### src/rtl/flag_branch_pkg.sv
// Shared types and constants for the flag/branch unit: B.cond codes,
// the redirect/squash sequencer states and NZCV bit positions.
package flag_branch_pkg;

    typedef enum logic [3:0] {
        EQ = 4'h0,
        NE = 4'h1,
        HS = 4'h2,
        LO = 4'h3,
        MI = 4'h4,
        PL = 4'h5,
        VS = 4'h6,
        VC = 4'h7,
        HI = 4'h8,
        LS = 4'h9,
        GE = 4'hA,
        LT = 4'hB,
        GT = 4'hC,
        LE = 4'hD,
        AL = 4'hE,
        NV = 4'hF
    } cond_e;

    typedef enum logic [1:0] {
        IDLE,
        REDIRECT,
        SQUASH
    } state_e;

    localparam int unsigned FLAG_N = 3;
    localparam int unsigned FLAG_Z = 2;
    localparam int unsigned FLAG_C = 1;
    localparam int unsigned FLAG_V = 0;

endpackage

### src/rtl/flag_branch_unit_cond_eval.sv
// Combinational B.cond evaluator: NZCV flags + 4-bit condition -> pass.
// Codes 1110 and 1111 both mean "always".
module cond_eval
    import flag_branch_pkg::*;
(
    input  logic [3:0] flags,
    input  logic [3:0] cond,
    output logic       pass
);

    logic n;
    logic z;
    logic c;
    logic v;

    assign n = flags[FLAG_N];
    assign z = flags[FLAG_Z];
    assign c = flags[FLAG_C];
    assign v = flags[FLAG_V];

    // Decode the condition code against the current flags
    always_comb begin
        pass = 1'b1;
        case (cond_e'(cond))
            EQ:      pass = z;
            NE:      pass = !z;
            HS:      pass = c;
            LO:      pass = !c;
            MI:      pass = n;
            PL:      pass = !n;
            VS:      pass = v;
            VC:      pass = !v;
            HI:      pass = c && !z;
            LS:      pass = !c || z;
            GE:      pass = (n == v);
            LT:      pass = (n != v);
            GT:      pass = !z && (n == v);
            LE:      pass = z || (n != v);
            default: pass = 1'b1;
        endcase
    end

endmodule

### src/rtl/flag_branch_unit.sv
// EX-stage flag/branch unit: holds NZCV, resolves CBZ and B.cond,
// issues a one-cycle registered fetch redirect and sequences the squash
// of wrong-path instructions.
// Optional feature: define FLAG_BRANCH_PERF_EN to add a saturating
// 16-bit taken-branch counter output (taken_count).
module flag_branch_unit
    import flag_branch_pkg::*;
#(
    parameter int unsigned DATA_WIDTH    = 16,
    parameter int unsigned ADDR_WIDTH    = 16,
    parameter int unsigned SQUASH_CYCLES = 2
) (
    input  logic                  clk,
    input  logic                  reset,
    input  logic                  ex_valid,
    input  logic                  ex_set_flags,
    input  logic [DATA_WIDTH-1:0] ex_result,
    input  logic                  ex_zero,
    input  logic                  ex_carry,
    input  logic                  ex_overflow,
    input  logic                  ex_is_bcond,
    input  logic                  ex_is_cbz,
    input  logic [3:0]            ex_cond,
    input  logic [ADDR_WIDTH-1:0] ex_target,
    input  logic                  stall,
    output logic [3:0]            flags_o,
    output logic                  redirect_valid,
    output logic [ADDR_WIDTH-1:0] redirect_target,
    output logic                  squash
`ifdef FLAG_BRANCH_PERF_EN
    ,
    output logic [15:0]           taken_count
`endif
);

    localparam int unsigned CNT_W = $clog2(SQUASH_CYCLES + 1);

    state_e           state;
    logic [CNT_W-1:0] squashCnt;
    logic             condPass;
    logic             accept;
    logic             taken;
    logic             unusedResultBits;

    // Only the sign bit of the result feeds the flags
    assign unusedResultBits = ^ex_result[DATA_WIDTH-2:0];

    cond_eval u_condEval (
        .flags (flags_o),
        .cond  (ex_cond),
        .pass  (condPass)
    );

    // Accept/taken decision; branches see the flags held at cycle start
    always_comb begin
        accept = ex_valid && !stall && (state == IDLE);
        taken  = accept && (ex_is_cbz ? ex_zero : (ex_is_bcond && condPass));
    end

    // Flag register and redirect/squash sequencer
    always_ff @(posedge clk or negedge reset) begin
        if (!reset) begin
            state           <= IDLE;
            squashCnt       <= '0;
            flags_o         <= '0;
            redirect_valid  <= 1'b0;
            redirect_target <= '0;
            squash          <= 1'b0;
        end else begin
            case (state)
                IDLE: begin
                    if (accept && ex_set_flags) begin
                        flags_o <= {ex_result[DATA_WIDTH-1], ex_zero, ex_carry, ex_overflow};
                    end
                    if (taken) begin
                        state           <= REDIRECT;
                        redirect_valid  <= 1'b1;
                        redirect_target <= ex_target;
                        squash          <= 1'b1;
                    end
                end
                REDIRECT: begin
                    // Never stretched by stall
                    state          <= SQUASH;
                    redirect_valid <= 1'b0;
                    squashCnt      <= CNT_W'(SQUASH_CYCLES);
                end
                SQUASH: begin
                    if (!stall) begin
                        squashCnt <= squashCnt - 1'b1;
                        if (squashCnt == CNT_W'(1)) begin
                            state  <= IDLE;
                            squash <= 1'b0;
                        end
                    end
                end
                default: begin
                    state          <= IDLE;
                    redirect_valid <= 1'b0;
                    squash         <= 1'b0;
                end
            endcase
        end
    end

`ifdef FLAG_BRANCH_PERF_EN
    // Saturating count of taken branches
    always_ff @(posedge clk or negedge reset) begin
        if (!reset) begin
            taken_count <= '0;
        end else if (taken && (taken_count != '1)) begin
            taken_count <= taken_count + 16'd1;
        end
    end
`endif

endmodule
### config.mk
export PLATFORM = sky130hd
export DESIGN_NAME = flag_branch_unit
export DESIGN_NICKNAME = d
export VERILOG_FILES = /design/src/rtl/flag_branch_pkg.sv /design/src/rtl/flag_branch_unit_cond_eval.sv /design/src/rtl/flag_branch_unit.sv
export SDC_FILE = /design/constraint.sdc
export NUM_CORES = 1
export LEC_CHECK = 0
export BUFFER_PORTS_ARGS = -buffer_cell sky130_fd_sc_hd__buf_4
export CAP_MARGIN = 10
export CORE_UTILIZATION = 40
export DETAILED_ROUTE_END_ITERATION = 12
export GPL_TIMING_DRIVEN = 0
export PLACE_DENSITY = 0.8
export SYNTH_ARGS = -nofsm -noshare
export SYNTH_HDL_FRONTEND = slang
export SYNTH_HIERARCHICAL = 1
export SYNTH_SLANG_ARGS = --single-unit
### constraint.sdc
create_clock -name clk -period 2 [get_ports clk]
set_input_delay 0.2 -clock clk [delete_from_list [all_inputs] [get_ports clk]]
set_output_delay 0.2 -clock clk [all_outputs]
set_load 0.02 [all_outputs]
==> reports/results.txt <==
GRT overflow -> 0
WP data arrival -> 2.26 ns
CTS tree -> done
Syn Inst Count -> 94
endpoint of the worst-slack reg-to-reg timing path -> redirect_target[8]
syn nets -> 141
layout cell share with drive strength beyond 1 -> 63.7%
Unique masters post-synth -> 30
placed cells -> 189
slowest CP cell -> dfrtp_2
Final Hold Vio Count -> 0
Period minus WS final -> 2.05 ns
Clock Sinks -> 26
clk_lat worst skew -> 0.32 ns
Initial Util -> 41.9%
CP endpoint kind -> register
most frequent cells in the layout -> buf_4 (56), dfrtp_1 (22), mux2_4 (18), inv_1 (5)
Antenna Violating Nets Remaining -> 0
DRC -> 0
vias in the first global route -> 1034
Multi-input gate area -> 614 um^2
Iteration-0 DRC Markers -> 34
multiplexer area fraction after synthesis -> 22.7%
failing checks -> negative setup slack
hpwl dp -> 1980 um
Yosys warnings -> 6
Die Ht -> 58.3 um
post-synthesis compound-gate area fraction -> 10.5%
Simple-Gate Fraction of Synth Area -> 7.99%
total negative slack -> -0.545 ns
Bufs on Longest Clock Path -> 2
Hold Path Sink -> redirect_target[10]
Post-Layout Cell Count -> 201
routed wire length on met2 -> 1360 um
Highest Signal Layer -> met4
run status -> finished with violations
Max Transition Viols Final -> 0
Async SR Flop Fraction -> 100%
root buffer cell -> clkbuf_4
global-route wire length before repair -> 4420 um
most common cell after layout, fill and taps aside -> buf_4
hold path startpoint -> ex_target[10]
Layout fillers -> 235
WL final -> 2680 um
Initial DRT Pass Iterations -> 2
R2R setup slack -> -0.05 ns
Max-slew headroom -> 78.0%
antenna cells -> 0
power per cell area -> 1440 nW/um^2
WL/cell -> 13.3 um
Syn Std Cell Area -> 1270 um^2
unrepaired setup endpoints after global routing -> true
hold path depth -> 2
Crit Reg-Reg Startpoint -> flags_o[1]
Die X -> 58.3 um
fin worst setup slack -> -0.0454 ns
Leakage Power -> 0.923 nW
Clock Skews -> 0.00528 ns
r2r worst-path depth -> 8
via count -> 960
crit path from -> flags_o[1]
mean area per synthesized cell -> 13.5 um^2
Synth Register Bits -> 26
Final #Nets -> 205
Seq/Total Area, Yosys -> 51.3%
main combinational cell family by area after synthesis -> multiplexers
cells along the critical path -> mux2i_1, xnor2_1, o32ai_2, a211o_1, nand3b_1, a21oi_4, buf_12, mux2_4
register area -> 656 um^2
drt via density -> 4.78
Synth Flop Type -> dfrtp_1
EDFF count, synth -> 0
initial antenna violation count -> 0
htree depth -> 1
Max-Cap Viols -> 0
die area -> 3400 um^2
Critical Path Fanout Max -> 8
M1 WL -> 1120 um
CP max stage delay -> 0.45 ns
Post-Synth Adder-Cell Area -> 0.986%
top achievable clock speed -> 489 MHz
placer congestion estimate -> 0.767
port buffer count -> 51
Worst EP required -> 2.22 ns
Area growth syn-to-layout -> 48.8%
number of CTS-inserted buffers -> 3
maximum VDD drop -> 747 uV
largest net degree at the start of global routing -> 27
XOR/XNOR share of the synthesized area -> 2.76%
# IOs -> 68
FP Rows -> 20
critical path type -> reg2reg
# setup viols final -> 16
CP Launch Type -> register
Worst Tran Pin Value -> 0.330 ns
core area -> 3030 um^2
Routed met3 length -> 164 um
All-Layer GR Usage -> 17.2%
Hold Path Class -> in2reg
final worst path period share -> 102%
clk slew on worst S/H paths -> 0.14 ns
[synthesized netlist by cell type, drive strengths merged, types with 2 or more instances]
master | count | area share (%)
nor2b | 3 | 1.5
o21ai | 2 | 0.79
dfrtp | 26 | 51
a21o | 3 | 2.1
nor3b | 2 | 1.2
nand2 | 4 | 1.2
a22oi | 2 | 1.6
o22ai | 2 | 0.99
or2 | 2 | 0.99
buf | 3 | 2.4
mux2 | 21 | 22
xnor2 | 4 | 2.8
a21oi | 4 | 2.5
inv | 5 | 1.5
[final cells by class]
cell class / count / area share (%)
sequential: 26 / 34.7
multi-input combinational: 60 / 32.5
timing repair buffer: 59 / 24.5
tap: 44 / 2.92
clock inverter: 1 / 1.59
buffer: 3 / 1.59
clock buffer: 3 / 1.19
inverter: 5 / 0.994
[stage by stage]
| stage | util (%) | cell area, um^2 | setup WS [ns] | power [mW] | hold slack (ns) |
|---|---|---|---|---|---|
| CTS | 60.9 | 1840 | -0.0733 | 2.70 | 0.0796 |
| finish | 62.4 | 1890 | -0.0454 | 2.72 | 0.0975 |
| global route | 62.4 | 1890 | -0.195 | 2.89 | 0.0658 |
| floorplan | - | 1280 | -0.0239 | 1.74 | -0.0956 |
| global placement | 56.8 | 1720 | -0.114 | 2.21 | 0.120 |
| detailed placement | 56.8 | 1720 | -0.158 | 2.26 | 0.127 |
[flip-flops by register name, indices dropped and copies added, names as in the netlist]
signal	cells
redirect_valid	1
squashCnt	2
state	2
redirect_target	16
flags_o	4
squash	1
[cell families after synthesis]
family          after synthesis
simple gates                 16
xor+xnor                      4
mux                          22
compound gates               17
fa+ha+maj                     1
flops                        26
buf+inv                       8
[critical path, delay by kind of cell, from the launching register on]
family          cells  cell delay (ns)
simple gates        1             0.11
buf+inv             1             0.17
flops               1             0.45
mux                 2             0.47
compound gates      3             0.64
xor+xnor            1             0.10
[where the power goes]
group          internal, mW  switching [mW]
clock network         0.203           0.152
registers             0.786           0.200
logic                 0.795           0.589
total                  1.78           0.942
[metal layers]
layer | vias to the layer above | GRT usage, %
met4 | 0 | 6.12
met2 | 37 | 29.1
met5 | - | 0
met3 | 4 | 3.30
met1 | 462 | 22.1
li1 | 457 | -
[worst max-delay path by stage]
stage | endpoint | slack [ns] | depth (start not counted)
after floorplan | redirect_target[0] | -0.02 | 8
after global placement | redirect_target[0] | -0.11 | 8
after detailed placement | redirect_target[8] | -0.16 | 8
after CTS | redirect_target[8] | -0.07 | 8
after global routing | redirect_target[8] | -0.19 | 8
final | redirect_target[8] | -0.05 | 8
[repair_timing]
item,in CTS,in global routing
hold buffers,1,0
resized for setup,7,3
endpoints found under the setup margin,16,19
endpoints found under the hold margin,26,0
pin swaps,1,3
setup buffers,3,4
Power figures use the tool's default switching activity.
